===== config.mk =====
export PLATFORM = sky130hd
export DESIGN_NAME = midi_message_parser
export DESIGN_NICKNAME = d
export VERILOG_FILES = /design/src/rtl/midi_message_parser.sv
export SDC_FILE = /design/constraint.sdc
export NUM_CORES = 1
export LEC_CHECK = 0
export CAP_MARGIN = 20
export CORE_MARGIN = 5
export CORE_UTILIZATION = 50
export DETAILED_ROUTE_END_ITERATION = 10
export GPL_ROUTABILITY_DRIVEN = 0
export PLACE_DENSITY = 0.78
export SYNTH_ARGS = -nofsm -noshare
export SYNTH_HDL_FRONTEND = slang
export SYNTH_SLANG_ARGS = --single-unit
export TNS_END_PERCENT = 5

===== constraint.sdc =====
create_clock -name CLOCK_50 -period 2 [get_ports CLOCK_50]
set_clock_uncertainty 0.2 [all_clocks]
set_input_delay 0.4 -clock CLOCK_50 [delete_from_list [all_inputs] [get_ports CLOCK_50]]
set_output_delay 0.4 -clock CLOCK_50 [all_outputs]
set_load 0.05 [all_outputs]

===== src/rtl/midi_message_parser.sv =====
// rtl/midi_message_parser.sv - MIDI byte-stream parser emitting note and control-change events
module midi_message_parser #(
    parameter bit         OMNI    = 1'b1,
    parameter logic [3:0] CHANNEL = 4'd0
) (
    input  logic       CLOCK_50,
    input  logic       RESET_N,
    input  logic       isByteAvailable,
    input  logic [7:0] byteValue,
    output logic       noteEventValid,
    output logic       noteOn,
    output logic [6:0] noteNumber,
    output logic [6:0] velocity,
    output logic       ccEventValid,
    output logic [6:0] ccNumber,
    output logic [6:0] ccValue,
    output logic [3:0] channel
);

    typedef enum logic [1:0] {
        S_IDLE  = 2'd0,
        S_DATA1 = 2'd1,
        S_DATA2 = 2'd2
    } state_t;

    state_t     state, stateNext;
    logic [7:0] runStatus, runStatusNext;
    logic       rsValid, rsValidNext;
    logic [6:0] data1, data1Next;
    logic [1:0] needed, neededNext;

    logic       noteFire;
    logic       ccFire;
    logic       noteOnNext;

    logic       isData;
    logic       isChannelStatus;
    logic       isSystemCommon;
    logic       channelAccepted;

    assign isData          = ~byteValue[7];
    assign isChannelStatus = byteValue[7] && (byteValue[7:4] != 4'hF);
    assign isSystemCommon  = (byteValue[7:3] == 5'b11110);
    assign channelAccepted = OMNI || (runStatus[3:0] == CHANNEL);

    always_ff @(posedge CLOCK_50) begin
        if (!RESET_N) begin
            state     <= S_IDLE;
            runStatus <= 8'h00;
            rsValid   <= 1'b0;
            data1     <= 7'h00;
            needed    <= 2'd0;
        end else begin
            state     <= stateNext;
            runStatus <= runStatusNext;
            rsValid   <= rsValidNext;
            data1     <= data1Next;
            needed    <= neededNext;
        end
    end

    // Real-time bytes (0xF8-0xFF) fall through every branch and leave the parse untouched.
    always_comb begin
        stateNext     = state;
        runStatusNext = runStatus;
        rsValidNext   = rsValid;
        data1Next     = data1;
        neededNext    = needed;
        noteFire      = 1'b0;
        ccFire        = 1'b0;
        noteOnNext    = 1'b0;

        if (isByteAvailable) begin
            if (isData) begin
                case (state)
                    S_DATA1: begin
                        if (needed == 2'd2) begin
                            data1Next = byteValue[6:0];
                            stateNext = S_DATA2;
                        end
                    end
                    S_DATA2: begin
                        stateNext = S_DATA1;
                        if (rsValid && channelAccepted) begin
                            case (runStatus[7:4])
                                4'h9: begin
                                    noteFire   = 1'b1;
                                    noteOnNext = (byteValue[6:0] != 7'd0);
                                end
                                4'h8: begin
                                    noteFire   = 1'b1;
                                    noteOnNext = 1'b0;
                                end
                                4'hB: ccFire = 1'b1;
                                default: ;
                            endcase
                        end
                    end
                    default: ;
                endcase
            end else if (isChannelStatus) begin
                runStatusNext = byteValue;
                rsValidNext   = 1'b1;
                neededNext    = (byteValue[7:4] == 4'hC || byteValue[7:4] == 4'hD) ? 2'd1 : 2'd2;
                stateNext     = S_DATA1;
            end else if (isSystemCommon) begin
                rsValidNext = 1'b0;
                stateNext   = S_IDLE;
            end
        end
    end

    // Velocity for 0x9n with zero second byte is naturally zero, so no special case is needed.
    always_ff @(posedge CLOCK_50) begin
        if (!RESET_N) begin
            noteEventValid <= 1'b0;
            noteOn         <= 1'b0;
            noteNumber     <= 7'h00;
            velocity       <= 7'h00;
            ccEventValid   <= 1'b0;
            ccNumber       <= 7'h00;
            ccValue        <= 7'h00;
            channel        <= 4'h0;
        end else begin
            noteEventValid <= noteFire;
            ccEventValid   <= ccFire;
            if (noteFire) begin
                noteOn     <= noteOnNext;
                noteNumber <= data1;
                velocity   <= byteValue[6:0];
                channel    <= runStatus[3:0];
            end
            if (ccFire) begin
                ccNumber <= data1;
                ccValue  <= byteValue[6:0];
                channel  <= runStatus[3:0];
            end
        end
    end

endmodule

-- Yosys cells after proc, flatten, opt, wreduce, memory -nomap -nowiden
Index checks and enable logic that the tools add are counted.
- register bits: 55
- output and inout bits: 35
- logic and storage cells: 62
- equality and inequality tests: 12
- mux-type cells: 25
- bitwise gates (word level): 1
- reductions and logical operators: 11
- operator list (operator ; number):
    $eq 4x4->1 const B ; 5
    $mux 1 ; 17
    $mux 2 ; 5
    $mux 4 ; 2
    $reduce_and 4->1 ; 2
    $reduce_bool 7->1 ; 1
    $reduce_and 3->1 ; 2
    $eq 5x5->1 const B ; 1
    $eq 2x2->1 const B ; 2
    $ne 4x4->1 const B ; 1
    $pmux 2 s2 ; 1
    $reduce_bool 2->1 ; 2
    $ne 3x1->1 const B ; 1
    $ne 3x3->1 const B ; 1
    $reduce_bool 3->1 ; 1
    $eq 2x1->1 const B ; 1
    $reduce_or 2->1 ; 1
    $logic_and 1x1->1 ; 1
    $logic_or 1x1->1 ; 1
    $not 1->1 ; 1

-- Depth between registers and ports, before layout
- word-level depth: 9
- depth in mapped cells: 6

-- Least setup slack after synthesis
OpenSTA, ideal clock, no wires.
- path kind: in2reg
- start point: input byteValue[7]
- end point: register ccNumber[0]
- arrival time: 1.427 ns
- data required time: 1.728 ns
- setup slack: 0.302 ns
- stages: 5
- buffers on the path: 2
- cells stage by stage: buf_6 > nand4bb_4 > nor3_4 > buf_8 > mux2i_1
- word-level cells in the longest chain between the ends: 2
- ends and longest elaborated chain (item ; line ; text):
    from (decl) ; 9 ; input logic [7:0] byteValue,
    $mux 1 ; 74 ; if (isData) begin
    $mux 1 ; 73 ; if (isByteAvailable) begin
    to (signal assigned) ; 134 ; ccNumber <= data1;
    to (decl) ; 15 ; output logic [6:0] ccNumber,
No other way between the ends.
A chain may end at the register's enable or synchronous reset.

-- Worst setup path in the final report
- start point: input byteValue[7]
- end point: register ccNumber[3]
The elaborated chain is that of the path after synthesis.

==> load_flow_metrics.sql <==
INSERT INTO impl_metrics (metric_group, metric, value, unit) VALUES
('drt', 'count_of_tritonroute_iterations_in_the_first_routing_pass', '4', ''),
('drt', 'remaining_drc_errors', '0', ''),
('critical_path', 'cp_max_fo', '14', ''),
('grt', 'first_global_vias', '1895', ''),
('pwr', 'combPwrFrac', '0.079', ''),
('critical_path', 'required', '2030', 'ps'),
('timing', 'whs', '261', 'ps'),
('pwr', 'clkPwrFrac', '0.324', ''),
('finish', 'final.fill_count', '399', ''),
('drt', 'drt_iter0_markers', '142', ''),
('grt', 'grt_start_max_net_pins', '45', ''),
('timing', 'timing.fmax', '0.558', 'GHz'),
('clocking', 'post_cts.repair.setup_buffers', '0', ''),
('placed_design', 'dpl.hpwl', '4030', 'um'),
('clocking', 'worst_skew_pair.late_latency', '310', 'ps'),
('pwr', 'static-leakage-power', '1.08', 'nW'),
('pwr', 'internal_power', '0.00142', 'W'),
('pwr', 'sw_share', '0.243', ''),
('drt', 'drt-total-wl', '5650', 'um'),
('synthesis', 'postSynthAreaPerCell', '9.08', 'sq um'),
('floorplan', 'die_width', '77.2', 'um'),
('synthesis', 'asyncSetResetFlopFracSynth', '0', ''),
('synthesis', 'arithmetic_cell_share_of_the_synthesized_area_counting_full_adders_half_adders_and_majority_gates', '0', ''),
('floorplan', 'die_y', '77.2', 'um'),
('drt', 'num_vias', '2002', ''),
('pwr', 'net-switching-power', '0.000457', 'W'),
('clocking', 'ctsRootBufferMaster', 'sky130_fd_sc_hd__clkbuf_8', ''),
('synthesis', 'netlist_area_before_placement', '0.00226', 'sq mm'),
('finish', 'utilization_of_the_core_after_routing', '0.655', ''),
('pwr', 'power.density_cell_area', '654', 'mW/mm^2'),
('critical_path', 'worst_setup_path_start_kind', 'primary input', ''),
('clocking', 'tritoncts', 'built', ''),
('finish', 'most-common-layout-cells', 'sky130_fd_sc_hd__dfxtp_1, sky130_fd_sc_hd__buf_4, sky130_fd_sc_hd__nand2_1', ''),
('clocking', 'cts_max_path_buffers', '2', ''),
('drt', 'via_to_cell_ratio', '5.61', ''),
('critical_path', 'setup.worst_path.class', 'primary input to flip-flop', ''),
('timing', 'worst_slew_pin_slew', '499', 'ps'),
('synthesis', 'ys_seq_area_frac', '0.487', ''),
('timing', 'post-route-min-period', '1790', 'ps'),
('floorplan', 'fp-row-count', '24', ''),
('drt', 'drtAntennaViolNets', '0', ''),
('placed_design', 'io_buffers', '45', ''),
('timing', 'rsz_0062_raised_after_global_routing', 'no', ''),
('clocking', 'cts_resized', '0', ''),
('clocking', 'clock_sink_count', '55', ''),
('floorplan', 'core_box_area', '0.00438', 'sq mm'),
('synthesis', 'synth_simple_gate_area_share', '0.217', ''),
('grt', 'grt_antenna_before_repair', '0', ''),
('timing', 'maxSlewHeadroom', '0.666', ''),
('synthesis', 'synth_fp_nets', '260', ''),
('outcome', 'outcome', 'finished clean', ''),
('floorplan', 'design.portCount', '46', ''),
('synthesis', 'post_synth_mux_area_share', '0.0797', ''),
('synthesis', 'synth_compound_area_frac', '0.170', ''),
('drt', 'wire_per_inst', '15.8', 'um'),
('pwr', 'ir_worst_vdd', '0.000378', 'V'),
('timing', 'period_share', '0.897', ''),
('clocking', 'htreeDepth', '2', ''),
('pwr', 'share_seq_of_total_power', '0.598', ''),
('timing', 'setup_viol_count_final', '0', ''),
('finish', 'design.final.nets', '315', ''),
('synthesis', 'synth_enable_flop_cells', '0', ''),
('floorplan', 'dieArea', '0.00597', 'sq mm'),
('floorplan', 'start_util', '0.516', ''),
('synthesis', 'synth-main-ff-cell', 'sky130_fd_sc_hd__dfxtp_1', ''),
('synthesis', 'synth.lib_cells_used.distinct', '34', ''),
('critical_path', 'worst_ep_arrival_time', '1830', 'ps'),
('finish', 'layout-area-overhead-vs-synth', '27.0', '%'),
('synthesis', 'ys_ff_latch', '55', ''),
('timing', 'finalHoldViolCount', '0', ''),
('clocking', 'numCtsBuffers', '5', '');
-- cells by family after synthesis --
logic type,Yosys count
flops,55
compound gates,67
mux,18
simple gates,88
buf+inv,21
-- power by group through the flow --
stage	logic, W	registers [W]	clock network [W]
after floorplan	0.0000775	0.00114	0
final	0.000148	0.00112	0.000608
after global placement	0.000144	0.00115	0
after detailed placement	0.000146	0.00115	0
after CTS	0.000147	0.00112	0.000618
after global routing	0.000160	0.00113	0.000670
-- final timing paths --
kind	from	end	slack [ps]	cells after the start
hold / removal	channel[2]	channel[2]	260	2
setup / recovery	byteValue[7]	ccNumber[3]	210	5
setup reg to reg	state[1]	ccNumber[3]	400	4
hold reg to reg	channel[2]	channel[2]	260	2
-- critical path: stages --
cell	delay (ps)
sky130_fd_sc_hd__clkdlybuf4s50_1	480
sky130_fd_sc_hd__nand4bb_4	310
sky130_fd_sc_hd__nor3_4	250
sky130_fd_sc_hd__buf_12	180
sky130_fd_sc_hd__mux2i_1	200
-- cell usage after synthesis, types with 3 or more instances --
master,number,area [sq um]
sky130_fd_sc_hd__clkbuf_1,13,48.8
sky130_fd_sc_hd__a21oi_1,28,140
sky130_fd_sc_hd__nand3_1,25,125
sky130_fd_sc_hd__o221a_2,4,45.0
sky130_fd_sc_hd__nand3b_1,3,22.5
sky130_fd_sc_hd__nand2_1,41,154
sky130_fd_sc_hd__o21ai_0,28,140
sky130_fd_sc_hd__dfxtp_1,55,1100
sky130_fd_sc_hd__mux2i_1,18,180
sky130_fd_sc_hd__buf_2,4,20.0
-- stage by stage --
stage	setup WS [ps]	setup TNS [ps]	power, W	std cells	area [sq um]
6_report	207	0	0.00188	357	2870
5_1_grt	151	0	0.00195	357	2870
4_1_cts	211	0	0.00189	357	2870
3_5_place_dp	-103	-1480	0.00129	349	2780
3_3_place_gp	-31.3	-426	0.00129	349	2780
2_1_floorplan	302	0	0.00122	249	2260
-- final cells by class --
type                    count  area [sq um]  area share
flip-flops and latches     55          1100       0.383
clock inverters             3          18.8     0.00654
well taps                  52          65.1      0.0227
inverters                   2          7.51     0.00261
clock buffers               5          68.8      0.0240
repair buffers             67           553       0.193
multi-input cells         173          1060       0.368
-- sequential cells by signal (all words and copies together), names as in the netlist --
register,count
velocity,7
channel,4
noteNumber,7
rsValid,1
data1,7
runStatus,8
ccValue,7
ccNumber,7
noteOn,1
noteEventValid,1
ccEventValid,1
state,2
needed,2
-- metal layers --
| layer | up-vias | GRT usage | share of wire |
|---|---|---|---|
| li1 | 995 | - | - |
| met3 | 6 | 0.0340 | 0.074 |
| met1 | 925 | 0.253 | 0.43 |
| met5 | - | 0 | 0 |
| met4 | 0 | 0.0670 | 0.012 |
| met2 | 76 | 0.307 | 0.48 |
Note: power is estimated with default switching activity, not from simulation.
